$ cat src/rtl/fifo_uart_tx.sv
`default_nettype none
// ----------------------------------------------------------------------------
// fifo_uart_tx : pops bytes from a FIFO and sends them as 8-bit UART frames
// Revision     : 1.0
// ----------------------------------------------------------------------------
module fifo_uart_tx #(
  parameter int CLK_DIV   = 16,
  parameter int PARITY_EN = 0,
  parameter int STOP_BITS = 1
) (
  input  logic       clk,
  input  logic       rst,
  input  logic       enable,
  input  logic       fifo_empty,
  input  logic [7:0] fifo_dout,
  output logic       fifo_rd_en,
  output logic       tx,
  output logic       busy,
  output logic       tx_done
);

  localparam int             c_baud_w    = $clog2(CLK_DIV);
  localparam logic [c_baud_w-1:0] c_baud_last = c_baud_w'(CLK_DIV - 1);
  localparam logic [2:0]     c_stop_last = 3'(STOP_BITS - 1);

  typedef enum logic [2:0] {
    S_IDLE   = 3'd0,
    S_FETCH  = 3'd1,
    S_LOAD   = 3'd2,
    S_START  = 3'd3,
    S_DATA   = 3'd4,
    S_PARITY = 3'd5,
    S_STOP   = 3'd6
  } state_t;

  state_t              r_state;
  logic [c_baud_w-1:0] r_baud;
  logic [2:0]          r_bit;
  logic [7:0]          r_shift;
  logic                r_parity;
  logic                r_tx;
  logic                r_done;

  logic w_bit_end;
  logic w_can_fetch;

  assign w_bit_end   = (r_baud == c_baud_last);
  assign w_can_fetch = enable && !fifo_empty;

  assign fifo_rd_en = (r_state == S_FETCH);
  assign busy       = (r_state != S_IDLE);
  assign tx         = r_tx;
  assign tx_done    = r_done;

  always_ff @(posedge clk or posedge rst) begin
    if (rst) begin
      r_state  <= S_IDLE;
      r_baud   <= '0;
      r_bit    <= '0;
      r_shift  <= '0;
      r_parity <= 1'b0;
      r_tx     <= 1'b1;
      r_done   <= 1'b0;
    end else begin
      r_done <= 1'b0;
      if (r_state == S_IDLE || r_state == S_FETCH || r_state == S_LOAD || w_bit_end)
        r_baud <= '0;
      else
        r_baud <= r_baud + 1'b1;

      case (r_state)
        S_IDLE: begin
          r_tx <= 1'b1;
          if (w_can_fetch) r_state <= S_FETCH;
        end
        S_FETCH: r_state <= S_LOAD;
        S_LOAD: begin
          r_shift  <= fifo_dout;
          r_parity <= ^fifo_dout;
          r_bit    <= '0;
          r_tx     <= 1'b0;
          r_state  <= S_START;
        end
        S_START: begin
          if (w_bit_end) begin
            r_tx    <= r_shift[0];
            r_state <= S_DATA;
          end
        end
        S_DATA: begin
          // tx is registered, so the next bit is taken from shift[1] before shifting
          if (w_bit_end) begin
            r_shift <= r_shift >> 1;
            if (r_bit == 3'd7) begin
              r_bit <= '0;
              if (PARITY_EN != 0) begin
                r_tx    <= r_parity;
                r_state <= S_PARITY;
              end else begin
                r_tx    <= 1'b1;
                r_state <= S_STOP;
              end
            end else begin
              r_bit <= r_bit + 1'b1;
              r_tx  <= r_shift[1];
            end
          end
        end
        S_PARITY: begin
          if (w_bit_end) begin
            r_tx    <= 1'b1;
            r_state <= S_STOP;
          end
        end
        S_STOP: begin
          // bit counter is reused to count stop bits
          if (w_bit_end) begin
            if (r_bit == c_stop_last) begin
              r_bit   <= '0;
              r_done  <= 1'b1;
              r_state <= w_can_fetch ? S_FETCH : S_IDLE;
            end else begin
              r_bit <= r_bit + 1'b1;
            end
          end
        end
        default: begin
          r_tx    <= 1'b1;
          r_state <= S_IDLE;
        end
      endcase
    end
  end

endmodule
`default_nettype wire
$ cat config.mk
export PLATFORM = sky130hd
export DESIGN_NAME = fifo_uart_tx
export DESIGN_NICKNAME = d
export VERILOG_FILES = /design/src/rtl/fifo_uart_tx.sv
export SDC_FILE = /design/constraint.sdc
export NUM_CORES = 1
export LEC_CHECK = 0
export BUFFER_PORTS_ARGS = -buffer_cell sky130_fd_sc_hd__buf_2
export CORE_UTILIZATION = 60
export DETAILED_ROUTE_END_ITERATION = 8
export GPL_TIMING_DRIVEN = 0
export PLACE_DENSITY = 0.83
export SYNTH_ARGS = -nofsm -noshare
export SYNTH_HDL_FRONTEND = slang
export SYNTH_SLANG_ARGS = --single-unit
$ cat constraint.sdc
create_clock -name clk -period 4.7 [get_ports clk]
set_input_delay 0.94 -clock clk [delete_from_list [all_inputs] [get_ports clk]]
set_output_delay 0.94 -clock clk [all_outputs]
set_load 0.005 [all_outputs]
Word-level counts from Yosys, hierarchy flattened
Cells that the tools add are included.

Bits in registers: 20. Input port bits: 12. Output and inout port bits: 4. Logic and storage cells: 64.

Add/sub/neg operators: 2. Equality and inequality tests: 15. Mux-type cells: 25. Bitwise logic cells: 1. Reduce and logical (&&, ||, !) cells: 15.

Operators with widths (count): two-way mux 3 bit (11); case mux 3 bit (7 select lines) (1); case mux 8 bit (2 select lines) (1); != test 2 bit, second input constant (7); equality test 3 bit, second input constant (4); case mux 3 bit (3 select lines) (1); two-way mux 1 bit (8); two-way mux 8 bit (1); AND reduction 7 bit (1); equality test 3 x 2 -> 1 bit, second input constant (2); zero test 3 bit (2); nonzero test 3 bit (2); case mux 1 bit (5 select lines) (1); adder 4 x 1 -> 4 bit, second input constant (1); equality test 4 bit, second input constant (1); two-way mux 4 bit (1); AND reduction 4 bit (1); adder 3 x 1 -> 3 bit, second input constant (1); equality test 3 x 1 -> 1 bit, second input constant (1); logical OR 1 bit (3); AND reduction 3 bit (1); AND reduction 2 bit (1); nonzero test 2 bit (1); OR reduction 2 bit (1); other kinds (3) (3).

Depth between registers and ports, before layout
Word-level depth: 6. Depth in mapped cells: 6. Depth with buffers taken out: 6.

Least setup slack after synthesis
OpenSTA, ideal clock, no wires.

Kind: flip-flop to output port. Start: register r_state[1]. End: output port busy. Arrival: 0.966 ns. Data required time: 3.760 ns. Path slack: 2.794 ns. Cell stages (with the launch flop): 4. Path buffers: 2. Cells stage by stage: dfrtp_1 > buf_2 > buf_2 > or3_1.

Longest elaborated chain between the ends: 1.

Ends and longest elaborated chain: start, declared (line 36) `state_t r_state;`; start signal, assigned (line 121) `r_state <= w_can_fetch ? S_FETCH : S_IDLE;`; nonzero test 3 bit (line 51) `assign busy = (r_state != S_IDLE);`; end, declared (line 18) `output logic busy,`.

Every way passes these cells.

Final worst setup path
Same ends and word-level chain as after synthesis.

==> flow_metrics.env <==
export IMPL_post_cts_buffers=0
export IMPL_finalInstanceArea_sq_mm=0.001324
export IMPL_synth_common_cells="dfrtp_1 (19), nand2_1 (14), a21oi_1 (11)"
export IMPL_hold_class="flip-flop to flip-flop"
export IMPL_relSlewSlack=0.5010
export IMPL_vias=980
export IMPL_io_pins=16
export IMPL_worstPathRequired_ns=3.76
export IMPL_setup_viol=0
export IMPL_synthArstFlopShare=1.000
export IMPL_clk_path_buf_depth=2
export IMPL_ant_nets=0
export IMPL_p_sw_mw=0.2471
export IMPL_reg2reg_to="r_shift[6]$_DFFE_PP0P_"
export IMPL_finalCritPeriodShare=0.5170
export IMPL_synth_top_cells_by_area="dfrtp_1 (40%), mux2i_1 (5.9%), ha_1 (5.3%)"
export IMPL_nets=158
export IMPL_crit_start="r_state[1]$_DFFE_PP0P_"
export IMPL_drc=0
export IMPL_track_usage=0.2663
export IMPL_antenna_found_initial=0
export IMPL_drt_first_pass_iters=4
export IMPL_p_int_mw=0.3961
export IMPL_rows=15
export IMPL_min_from="r_baud[0]$_DFF_PP0_"
export IMPL_synthFlopType="dfrtp_1"
export IMPL_p_comb_frac=0.410
export IMPL_min_to="r_baud[0]$_DFF_PP0_"
export IMPL_clock_fmax_mhz=411.6
export IMPL_clk_latency_ns=0.30
export IMPL_wl_met1_mm=1.124
export IMPL_tns_ns=0
export IMPL_slew_viol_final=0
export IMPL_fin_skew_ns=0.001622
export IMPL_numClockSinks=20
export IMPL_placed_area_sq_mm=0.001287
export IMPL_numCtsBuffers=3
export IMPL_crit_type="flip-flop to output port"
export IMPL_die_w_um=46.37
export IMPL_seq_area_frac_synth=0.4248
export IMPL_route_met3_wl_um=84
export IMPL_finalHoldViolCount=0
export IMPL_ys_ff_latch=20
export IMPL_core_area_sq_mm=0.001783
export IMPL_syn_instance_count=121
export IMPL_netlist_area_sq_mm=0.001181
export IMPL_sequentialPowerShare=0.435
export IMPL_peakVddDrop_mv=0.3243
export IMPL_grt_max_degree=21
export IMPL_worst_slack_ns=2.270
export IMPL_htree_num_levels=1
export IMPL_grt_pass1_vias=920
export IMPL_status="complete, no violations"
export IMPL_worstMarginPinSlew_ns=0.7477
export IMPL_die_h_um=46.37
export IMPL_clk_pin_slew_ns=0.11
export IMPL_ys_warn_count=0
export IMPL_crit_path_end_kind="output port"
export IMPL_syn_to_final_growth_pct=12.08
export IMPL_gr_total_overflow=0
export IMPL_cts_hold_buf=0
export IMPL_synth_most_common_cell="dfrtp_1"
export IMPL_maxCapViolCount=0
export IMPL_drive_gt1_frac=0.2571
export IMPL_drt_iter0_markers=39
export IMPL_cts_tree="built"
export IMPL_routedWlPerCell_um=14.39
export IMPL_ys_types=42
export IMPL_viasPerCell=5.939
export IMPL_syn_nets=138
export IMPL_cts_root_buffer="clkbuf_4"
export IMPL_netlist_area_leader_share=0.4025
export IMPL_whs_path_depth=1
export IMPL_path_max_fanout=10
export IMPL_routed_wl_mm=2.374
export IMPL_grt_pass1_wl_mm=4.043
export IMPL_r2r_start="r_baud[0]$_DFF_PP0_"
export IMPL_dp_slack_ns=2.637
export IMPL_period_needed_ns=2.430
export IMPL_syn_area_per_cell_sq_um=9.761
export IMPL_grt_setup_unrepaired="false"
export IMPL_dieArea_sq_mm=0.002150
export IMPL_switching_share=0.3841
export IMPL_synth_area_leader_cell="dfrtp_1"
export IMPL_routed_wl_met2_mm=1.125
export IMPL_cts_resized=0
export IMPL_power_density_mw_per_mm2=485.9
export IMPL_dr_max_layer_used="met4"
export IMPL_cp_arrival_ns=1.49
export IMPL_routabilityCongestion=0.8705
export IMPL_synth_edf_count=0
export IMPL_r2r_slack_ns=3.04
export IMPL_startpoint_type="flip-flop"
export IMPL_start_util=0.6625
export IMPL_power_leakage_nw=0.6343
export IMPL_port_buffer_count=15
export IMPL_diodes=0
export IMPL_r2r_cells=6
export IMPL_hpwl_mm=1.706
export IMPL_pwr_share_clk=0.155
-- flip-flops by register name, summed over array words and instances (netlist names) --
register,cells
r_baud,4
r_bit,3
r_shift,8
r_state,3
tx,1
tx_done,1
-- power groups by stage --
stage	Clock, mW	Combinational, mW	Sequential [mW]
6_report	0.0999	0.264	0.280
5_1_grt	0.110	0.301	0.286
4_1_cts	0.101	0.264	0.279
3_5_place_dp	0	0.262	0.283
3_3_place_gp	0	0.253	0.279
2_1_floorplan	0	0.210	0.272
-- worst max-delay path by stage --
stage / endpoint / cells past startpoint
4_1_cts: busy / 4
6_report: busy / 4
5_1_grt: busy / 4
2_1_floorplan: busy / 3
3_3_place_gp: busy / 4
3_5_place_dp: busy / 4
-- per-stage QoR --
stage | power, mW | hold WS [ns] | cells | utilization
2_1_floorplan | 0.4825 | 0.4291 | 121 | -
3_5_place_dp | 0.5443 | 0.4554 | 161 | 0.7221
4_1_cts | 0.6436 | 0.4708 | 165 | 0.7425
5_1_grt | 0.6976 | 0.4863 | 165 | 0.7425
3_3_place_gp | 0.5323 | 0.4503 | 161 | 0.7221
6_report | 0.6432 | 0.4647 | 165 | 0.7425
-- per-layer routing --
metal,global-route usage,vias to the layer above
li1,-,468
met1,0.3762,477
met2,0.4111,30
met3,0.02745,5
met4,0.1118,0
met5,0,-
-- layout by cell type, fill, tap and decap left out, drive strengths merged, types with 2 or more instances in the layout --
cell type,instances
mux2i,7
or2,2
o21ai,9
buf,21
a21oi,11
ha,5
nand3,2
a22o,3
nand2,14
a32o,2
nand2b,5
nor2,9
inv,6
dfrtp,19
clkbuf,4
xor2,2
-- logic make-up (layout without fill, tap and decap cells) --
kind of cell	after synthesis	count (layout)	share of synthesized area
buffers and inverters	12	31	0.04978
DFF	20	20	0.4248
and+or+nand+nor	39	39	0.1759
muxes	7	7	0.05932
adders and majority gates	5	5	0.05297
xor gates and xnor gates	3	3	0.02225
AOI/OAI and AO/OA	35	35	0.2151
-- critical path: stages (launching register included) --
cell and delay (ns):
dfrtp_1 0.37, buf_2 0.16, buf_2 0.19, or3_1 0.33, buf_2 0.14
-- cell type report --
class | instances | area [sq um]
clock buffer | 4 | 36.28
timing repair buffer | 15 | 75.07
multi-input combinational | 89 | 620.6
sequential | 20 | 501.7
buffer | 6 | 36.28
tap | 25 | 31.28
fill | 130 | 459.2
inverter | 6 | 22.52
(Power assumes the default switching activity.)
